File: src/rtl/uart_frame_reader_pkg.sv
// uart_frame_reader_pkg: shared image-transfer constants and FSM state encodings
package uart_frame_reader_pkg;
  localparam int IMG_ADDR_W = 16;
  localparam int IMG_BYTES = 65536;
  typedef enum logic [2:0] {
    S_IDLE    = 3'd0,
    S_FETCH   = 3'd1,
    S_WAIT_RD = 3'd2,
    S_SEND    = 3'd3,
    S_WAIT_TX = 3'd4,
    S_FINISH  = 3'd5
  } state_e;
endpackage

File: src/rtl/uart_frame_reader_if.sv
// uart_frame_reader_if: mode-control, DRAM read and UART transmit signals of the frame reader
interface uart_frame_reader_if
  import uart_frame_reader_pkg::*;
#(
  parameter int ADDR_W = IMG_ADDR_W,
  parameter int DATA_W = 8
) ();
  logic start;
  logic busy;
  logic done;
  logic [ADDR_W-1:0] ram_addr;
  logic [DATA_W-1:0] ram_q;
  logic tx_dv;
  logic [DATA_W-1:0] tx_byte;
  logic tx_done;
  modport master (
    input  start, ram_q, tx_done,
    output busy, done, ram_addr, tx_dv, tx_byte
  );
  modport slave (
    output start, ram_q, tx_done,
    input  busy, done, ram_addr, tx_dv, tx_byte
  );
endinterface

File: src/rtl/uart_frame_reader_rd_lat_delay.sv
// uart_frame_reader_rd_lat_delay: down-counter flagging DRAM data valid RD_LAT cycles after a fetch
module uart_frame_reader_rd_lat_delay #(
  parameter int RD_LAT = 1
) (
  input  logic clk,
  input  logic rst,
  input  logic load_i,
  output logic valid_o
);
  logic [1:0] cnt_q, cnt_d;
  assign valid_o = cnt_q == 2'd1;
  // reload on fetch, otherwise count down and rest at zero
  always_comb cnt_d = load_i ? 2'(RD_LAT) : (cnt_q != 2'd0 ? cnt_q - 2'd1 : cnt_q);
  // latency counter register
  always_ff @(posedge clk or posedge rst)
    if (rst) cnt_q <= 2'd0;
    else cnt_q <= cnt_d;
endmodule

File: src/rtl/uart_frame_reader.sv
// uart_frame_reader: streams a contiguous DRAM block into the UART transmitter, one byte per tx_done
module uart_frame_reader
  import uart_frame_reader_pkg::*;
#(
  parameter int ADDR_W    = IMG_ADDR_W,
  parameter int DATA_W    = 8,
  parameter int BASE_ADDR = 0,
  parameter int NUM_BYTES = IMG_BYTES,
  parameter int RD_LAT    = 1
) (
  input logic clk,
  input logic rst,
  uart_frame_reader_if.master bus
);
  state_e state_q, state_d;
  logic [ADDR_W-1:0] addr_q, addr_d, ram_addr_q, ram_addr_d;
  logic [ADDR_W:0] rem_q, rem_d;
  logic [DATA_W-1:0] byte_q, byte_d;
  logic rd_valid;
  logic fetching;
  uart_frame_reader_rd_lat_delay #(.RD_LAT(RD_LAT)) u_rd_lat (
    .clk(clk),
    .rst(rst),
    .load_i(state_q == S_FETCH),
    .valid_o(rd_valid)
  );
  assign fetching = state_q == S_FETCH || state_q == S_WAIT_RD;
  assign bus.ram_addr = fetching ? addr_q : ram_addr_q;
  assign bus.tx_dv = state_q == S_SEND;
  assign bus.tx_byte = byte_q;
  assign bus.busy = state_q != S_IDLE;
  assign bus.done = state_q == S_FINISH;
  // state, address, byte counter and transmit byte registers
  always_ff @(posedge clk or posedge rst) begin
    if (rst) begin
      state_q <= S_IDLE;
      addr_q <= ADDR_W'(BASE_ADDR);
      ram_addr_q <= ADDR_W'(BASE_ADDR);
      rem_q <= '0;
      byte_q <= '0;
    end else begin
      state_q <= state_d;
      addr_q <= addr_d;
      ram_addr_q <= ram_addr_d;
      rem_q <= rem_d;
      byte_q <= byte_d;
    end
  end
  // next state; ram_addr_q remembers the last fetched address so the bus holds it between fetches
  always_comb begin
    state_d = state_q;
    addr_d = addr_q;
    rem_d = rem_q;
    byte_d = byte_q;
    ram_addr_d = fetching ? addr_q : ram_addr_q;
    unique case (state_q)
      S_IDLE: if (bus.start) begin
        addr_d = ADDR_W'(BASE_ADDR);
        rem_d = (ADDR_W+1)'(NUM_BYTES);
        state_d = S_FETCH;
      end
      S_FETCH: state_d = S_WAIT_RD;
      S_WAIT_RD: if (rd_valid) begin
        byte_d = bus.ram_q;
        state_d = S_SEND;
      end
      S_SEND: state_d = S_WAIT_TX;
      S_WAIT_TX: if (bus.tx_done) begin
        rem_d = rem_q - 1'b1;
        addr_d = addr_q + 1'b1;
        state_d = rem_q == (ADDR_W+1)'(1) ? S_FINISH : S_FETCH;
      end
      S_FINISH: state_d = S_IDLE;
      default: state_d = S_IDLE;
    endcase
  end
endmodule

File: src/flat_wrapper.sv
// flat-port wrapper written by rule: the top's interface ports become plain ports
module uart_frame_reader_flat import uart_frame_reader_pkg::*;
#(
  parameter int ADDR_W    = IMG_ADDR_W,
  parameter int DATA_W    = 8,
  parameter int BASE_ADDR = 0,
  parameter int NUM_BYTES = IMG_BYTES,
  parameter int RD_LAT    = 1
)
  (clk, rst, bus_start, bus_ram_q, bus_tx_done, bus_busy, bus_done, bus_ram_addr, bus_tx_dv, bus_tx_byte);
  uart_frame_reader_if #(.ADDR_W(ADDR_W), .DATA_W(DATA_W)) bus_i ();
  input logic clk;
  input logic rst;
  input wire logic [$bits(bus_i.start)-1:0] bus_start;
  input wire logic [$bits(bus_i.ram_q)-1:0] bus_ram_q;
  input wire logic [$bits(bus_i.tx_done)-1:0] bus_tx_done;
  output wire logic [$bits(bus_i.busy)-1:0] bus_busy;
  output wire logic [$bits(bus_i.done)-1:0] bus_done;
  output wire logic [$bits(bus_i.ram_addr)-1:0] bus_ram_addr;
  output wire logic [$bits(bus_i.tx_dv)-1:0] bus_tx_dv;
  output wire logic [$bits(bus_i.tx_byte)-1:0] bus_tx_byte;
  assign bus_i.start = bus_start;
  assign bus_i.ram_q = bus_ram_q;
  assign bus_i.tx_done = bus_tx_done;
  assign bus_busy = bus_i.busy;
  assign bus_done = bus_i.done;
  assign bus_ram_addr = bus_i.ram_addr;
  assign bus_tx_dv = bus_i.tx_dv;
  assign bus_tx_byte = bus_i.tx_byte;
  uart_frame_reader #(.ADDR_W(ADDR_W), .DATA_W(DATA_W), .BASE_ADDR(BASE_ADDR), .NUM_BYTES(NUM_BYTES), .RD_LAT(RD_LAT)) u_core (.clk(clk), .rst(rst), .bus(bus_i));
endmodule
File: config.mk
export PLATFORM = sky130hd
export DESIGN_NAME = uart_frame_reader_flat
export DESIGN_NICKNAME = d
export VERILOG_FILES = /design/src/rtl/uart_frame_reader_pkg.sv /design/src/rtl/uart_frame_reader_if.sv /design/src/rtl/uart_frame_reader_rd_lat_delay.sv /design/src/rtl/uart_frame_reader.sv /design/src/flat_wrapper.sv
export SDC_FILE = /design/constraint.sdc
export NUM_CORES = 1
export LEC_CHECK = 0
export ABC_CLOCK_PERIOD_IN_PS = 2700
export BUFFER_PORTS_ARGS = -buffer_cell sky130_fd_sc_hd__buf_4
export CAP_MARGIN = 20
export CORE_MARGIN = 5
export CORE_UTILIZATION = 55
export CTS_CLUSTER_DIAMETER = 60
export DETAILED_ROUTE_END_ITERATION = 7
export GPL_TIMING_DRIVEN = 0
export MAX_ROUTING_LAYER = met4
export PLACE_DENSITY = 0.89
export REMOVE_ABC_BUFFERS = 1
export SLEW_MARGIN = 25
export SYNTH_ARGS = -nofsm -noshare
export SYNTH_HDL_FRONTEND = slang
export SYNTH_SLANG_ARGS = --single-unit
File: constraint.sdc
create_clock -name clk -period 2.7 [get_ports clk]
set_input_delay 0.27 -clock clk [delete_from_list [all_inputs] [get_ports clk]]
set_output_delay 0.27 -clock clk [all_outputs]
set_load 0.02 [all_outputs]
==> run summary <==
Period minus WS final: 2.40 ns
First-pass DRT Iterations: 4
WL final: 5750 µm
Hold path cells: 2
RSZ-0062 raised after global routing: false
Core Area: 5110 µm²
Worst Hold Class: primary input to register
Status: completed
DP Wirelength: 4110 µm
Drt wl/cell: 15.1 µm
CTS root buf: clkbuf_8
#FFs+latches synth: 62
Setup Skew: 0.0122 ns
Vert. Die Dim: 82.7 µm
Remaining Overflow, GRT: 0
CTS H-Tree Depth: 3
Reg clk slew, reported paths: 0.08 ns
Final hold violations: 0
GP Congestion: 0.801
Fillers: 366
Clock network fraction of design power: 23.1%
Remaining DRCs: 0
Sw Share: 37.7%
Vias/cell: 5.84
Number of port buffers: 38
Top post-synthesis cells by area: dfrtp_1, mux2_2, a21oi_1, o21ai_0, xor2_1
R2R Path Start: u_core.state_q[0]
Multi-input logic area: 1310 µm²
Int Pwr: 2160 µW
Pwr Density: 987 nW/µm²
Critical Path Source: u_core.state_q[0]
Total CTS buffers: 9
Count of different cell masters after synthesis: 43
Worst setup SP type: register
Site row count: 26
Width of the die: 82.7 µm
Yosys Warn Count: 0
P_leak: 0.00160 µW
Critical Path Sink Type: output port
R2R Path End: u_core.rem_q[15]
Sequential area share after synthesis: 53.3%
FMAX: 416 MHz
Clk buf depth: 2
Storage element area: 1550 µm²
Most frequent cells after synthesis: dfrtp_1, mux2_2, nor2_1
Avg Inst Size Synth: 11.2 µm²
Most frequent cell after synthesis: dfrtp_1
Mapped cell area: 2910 µm²
Layout cells sized above 1: 30.3%
Top Ports: 39
Cells on worst reg2reg path: 4
Antenna Nets Post-Route: 0
FFs w/ async S/R, synth: 100%
CP max FO: 17
Largest net degree at the start of global routing: 33
Number of synthesized flops with an enable pin: 0
Setup slack, reg-to-reg: 0.32 ns
Gr usage total: 19.2%
VDD IR max: 0.756 mV
Post-layout util: 68.8%
Worst Tran Pin Value: 0.705 ns
Max-Cap Viols: 0
Final slew viol count: 0
CTS tree: done
Starting Density: 57.0%
CTS Sinks: 62
DIE AREA: 6840 µm²
Period Utilization, post-route: 88.9%
First-pass GRT wire length: 9640 µm
Vias in the first global route: 2136
Synthesized instance count: 260
Top-area cell type share of the netlist area: 53.3%
Dominant synthesized flop cell: dfrtp_1
Setup-failing EPs final: 0
Routed vias: 2220
Worst hold slack: 0.163 ns
Synth-to-layout area growth: 20.8%
Flop pwr share: 39.7%
Worst path required time: 2.43 ns
P_sw: 1310 µW
Initial DRC Count: 138
Worst setup endpoint: bus_ram_addr[15]
CP Class: register to output port
Worst endpoint data arrival time: 2.13 ns
Combinational Power Share: 37.2%
ANT cells: 0
Skew-Pair Late Insertion Delay: 0.34 ns
Max-slew headroom: 52.9%
Net count, final: 322
Antenna violations before repair: 0
Yosys top cell by area: dfrtp_1
## what timing repair did
| item | CTS | global route |
|---|---|---|
| hold buffers | 1 | 0 |
| setup buffers | 0 | 0 |
| setup endpoints to repair | 0 | 16 |
| gates resized for setup | 0 | 1 |
| hold endpoints to repair | 31 | 0 |
## power groups by stage
stage	Clock [µW]	Combinational [µW]	Sequential, µW
2_1_floorplan	0	847	1410
3_3_place_gp	0	1220	1360
3_5_place_dp	0	1280	1390
4_1_cts	817	1290	1370
5_1_grt	875	1420	1410
6_report	803	1290	1380
## layer usage
layer  global-route usage, %  share of wire (%)  wire length [µm]
met1                    23.7                 45              2570
met2                    29.6                 48              2780
met3                    3.47                3.9               226
met4                    10.9                3.0               173
met5                       -                  0                 0
## state kept, by name, summed over array words and instances (netlist names)
| name | cells |
|---|---|
| u_core.addr_q | 16 |
| u_core.bus.tx_byte | 8 |
| u_core.ram_addr_q | 16 |
| u_core.rem_q | 17 |
| u_core.state_q | 3 |
| u_core.u_rd_lat.cnt_q | 2 |
## layout make-up
cell class              instances  area share (%)
clock buffers                   9            3.53
clock inverters                 7            2.10
inverters                       8           0.926
multi-input cells             182            37.3
flip-flops and latches         62            44.2
well taps                      70            2.49
repair buffers                 42            9.51
## critical path: stages, from the launching register on
cell	delay, ns
dfrtp_1	0.62
xnor2_1	0.19
nor2_4	0.41
mux2_2	0.41
buf_4	0.16
## cell usage in the layout (no fill, tap or decap), types with 2 or more instances in the layout
cell type   n
dfrtp_1    62
buf_4      39
mux2_2     26
nor2_1     16
a21oi_1    16
o21ai_0    16
nand2_1    13
or3_1      11
nand3_1     9
clkbuf_8    9
xor2_1      8
o31ai_1     8
or4_1       7
inv_1       7
nand4_1     6
ha_1        5
xnor2_1     4
nor3_1      3
and3_1      3
nand4bb_1   2
nor4_1      2
or4_4       2
or2_2       2
nand2b_1    2
nor4b_1     2
clkinv_4    2
clkinv_2    2
## how the worst min path moves through the flow
stage / slack [ns] / to / start
after floorplan: 0.42 / u_core.bus.tx_byte[0] / bus_ram_q[0]
after global placement: 0.48 / u_core.ram_addr_q[1] / u_core.ram_addr_q[1]
after detailed placement: 0.29 / u_core.bus.tx_byte[3] / rst
after CTS: 0.15 / u_core.bus.tx_byte[5] / bus_ram_q[5]
after global routing: 0.15 / u_core.bus.tx_byte[5] / bus_ram_q[5]
final: 0.16 / u_core.bus.tx_byte[5] / bus_ram_q[5]
## per-stage QoR
step / power, µW / instances / area (µm²) / setup slack, ns / setup TNS, ns
after floorplan: 2250 / 252 / 2880 / 0.459 / 0
after global placement: 2580 / 360 / 3250 / -0.255 / -1.81
after detailed placement: 2670 / 363 / 3300 / 0.366 / 0
after CTS: 3480 / 380 / 3510 / 0.0235 / 0
after global routing: 3700 / 380 / 3510 / 0.101 / 0
final: 3470 / 380 / 3510 / 0.299 / 0
## kinds of logic after synthesis
| family | after synthesis | share of synthesized area (%) |
|---|---|---|
| and+or+nand+nor | 93 | 19.4 |
| DFF | 62 | 53.3 |
| AOI/OAI and AO/OA | 46 | 9.25 |
| muxes | 26 | 10.1 |
| buffers and inverters | 16 | 2.19 |
| xor gates and xnor gates | 12 | 3.61 |
| adders and majority gates | 5 | 2.15 |
No activity file was read; power rests on OpenSTA's default activity.
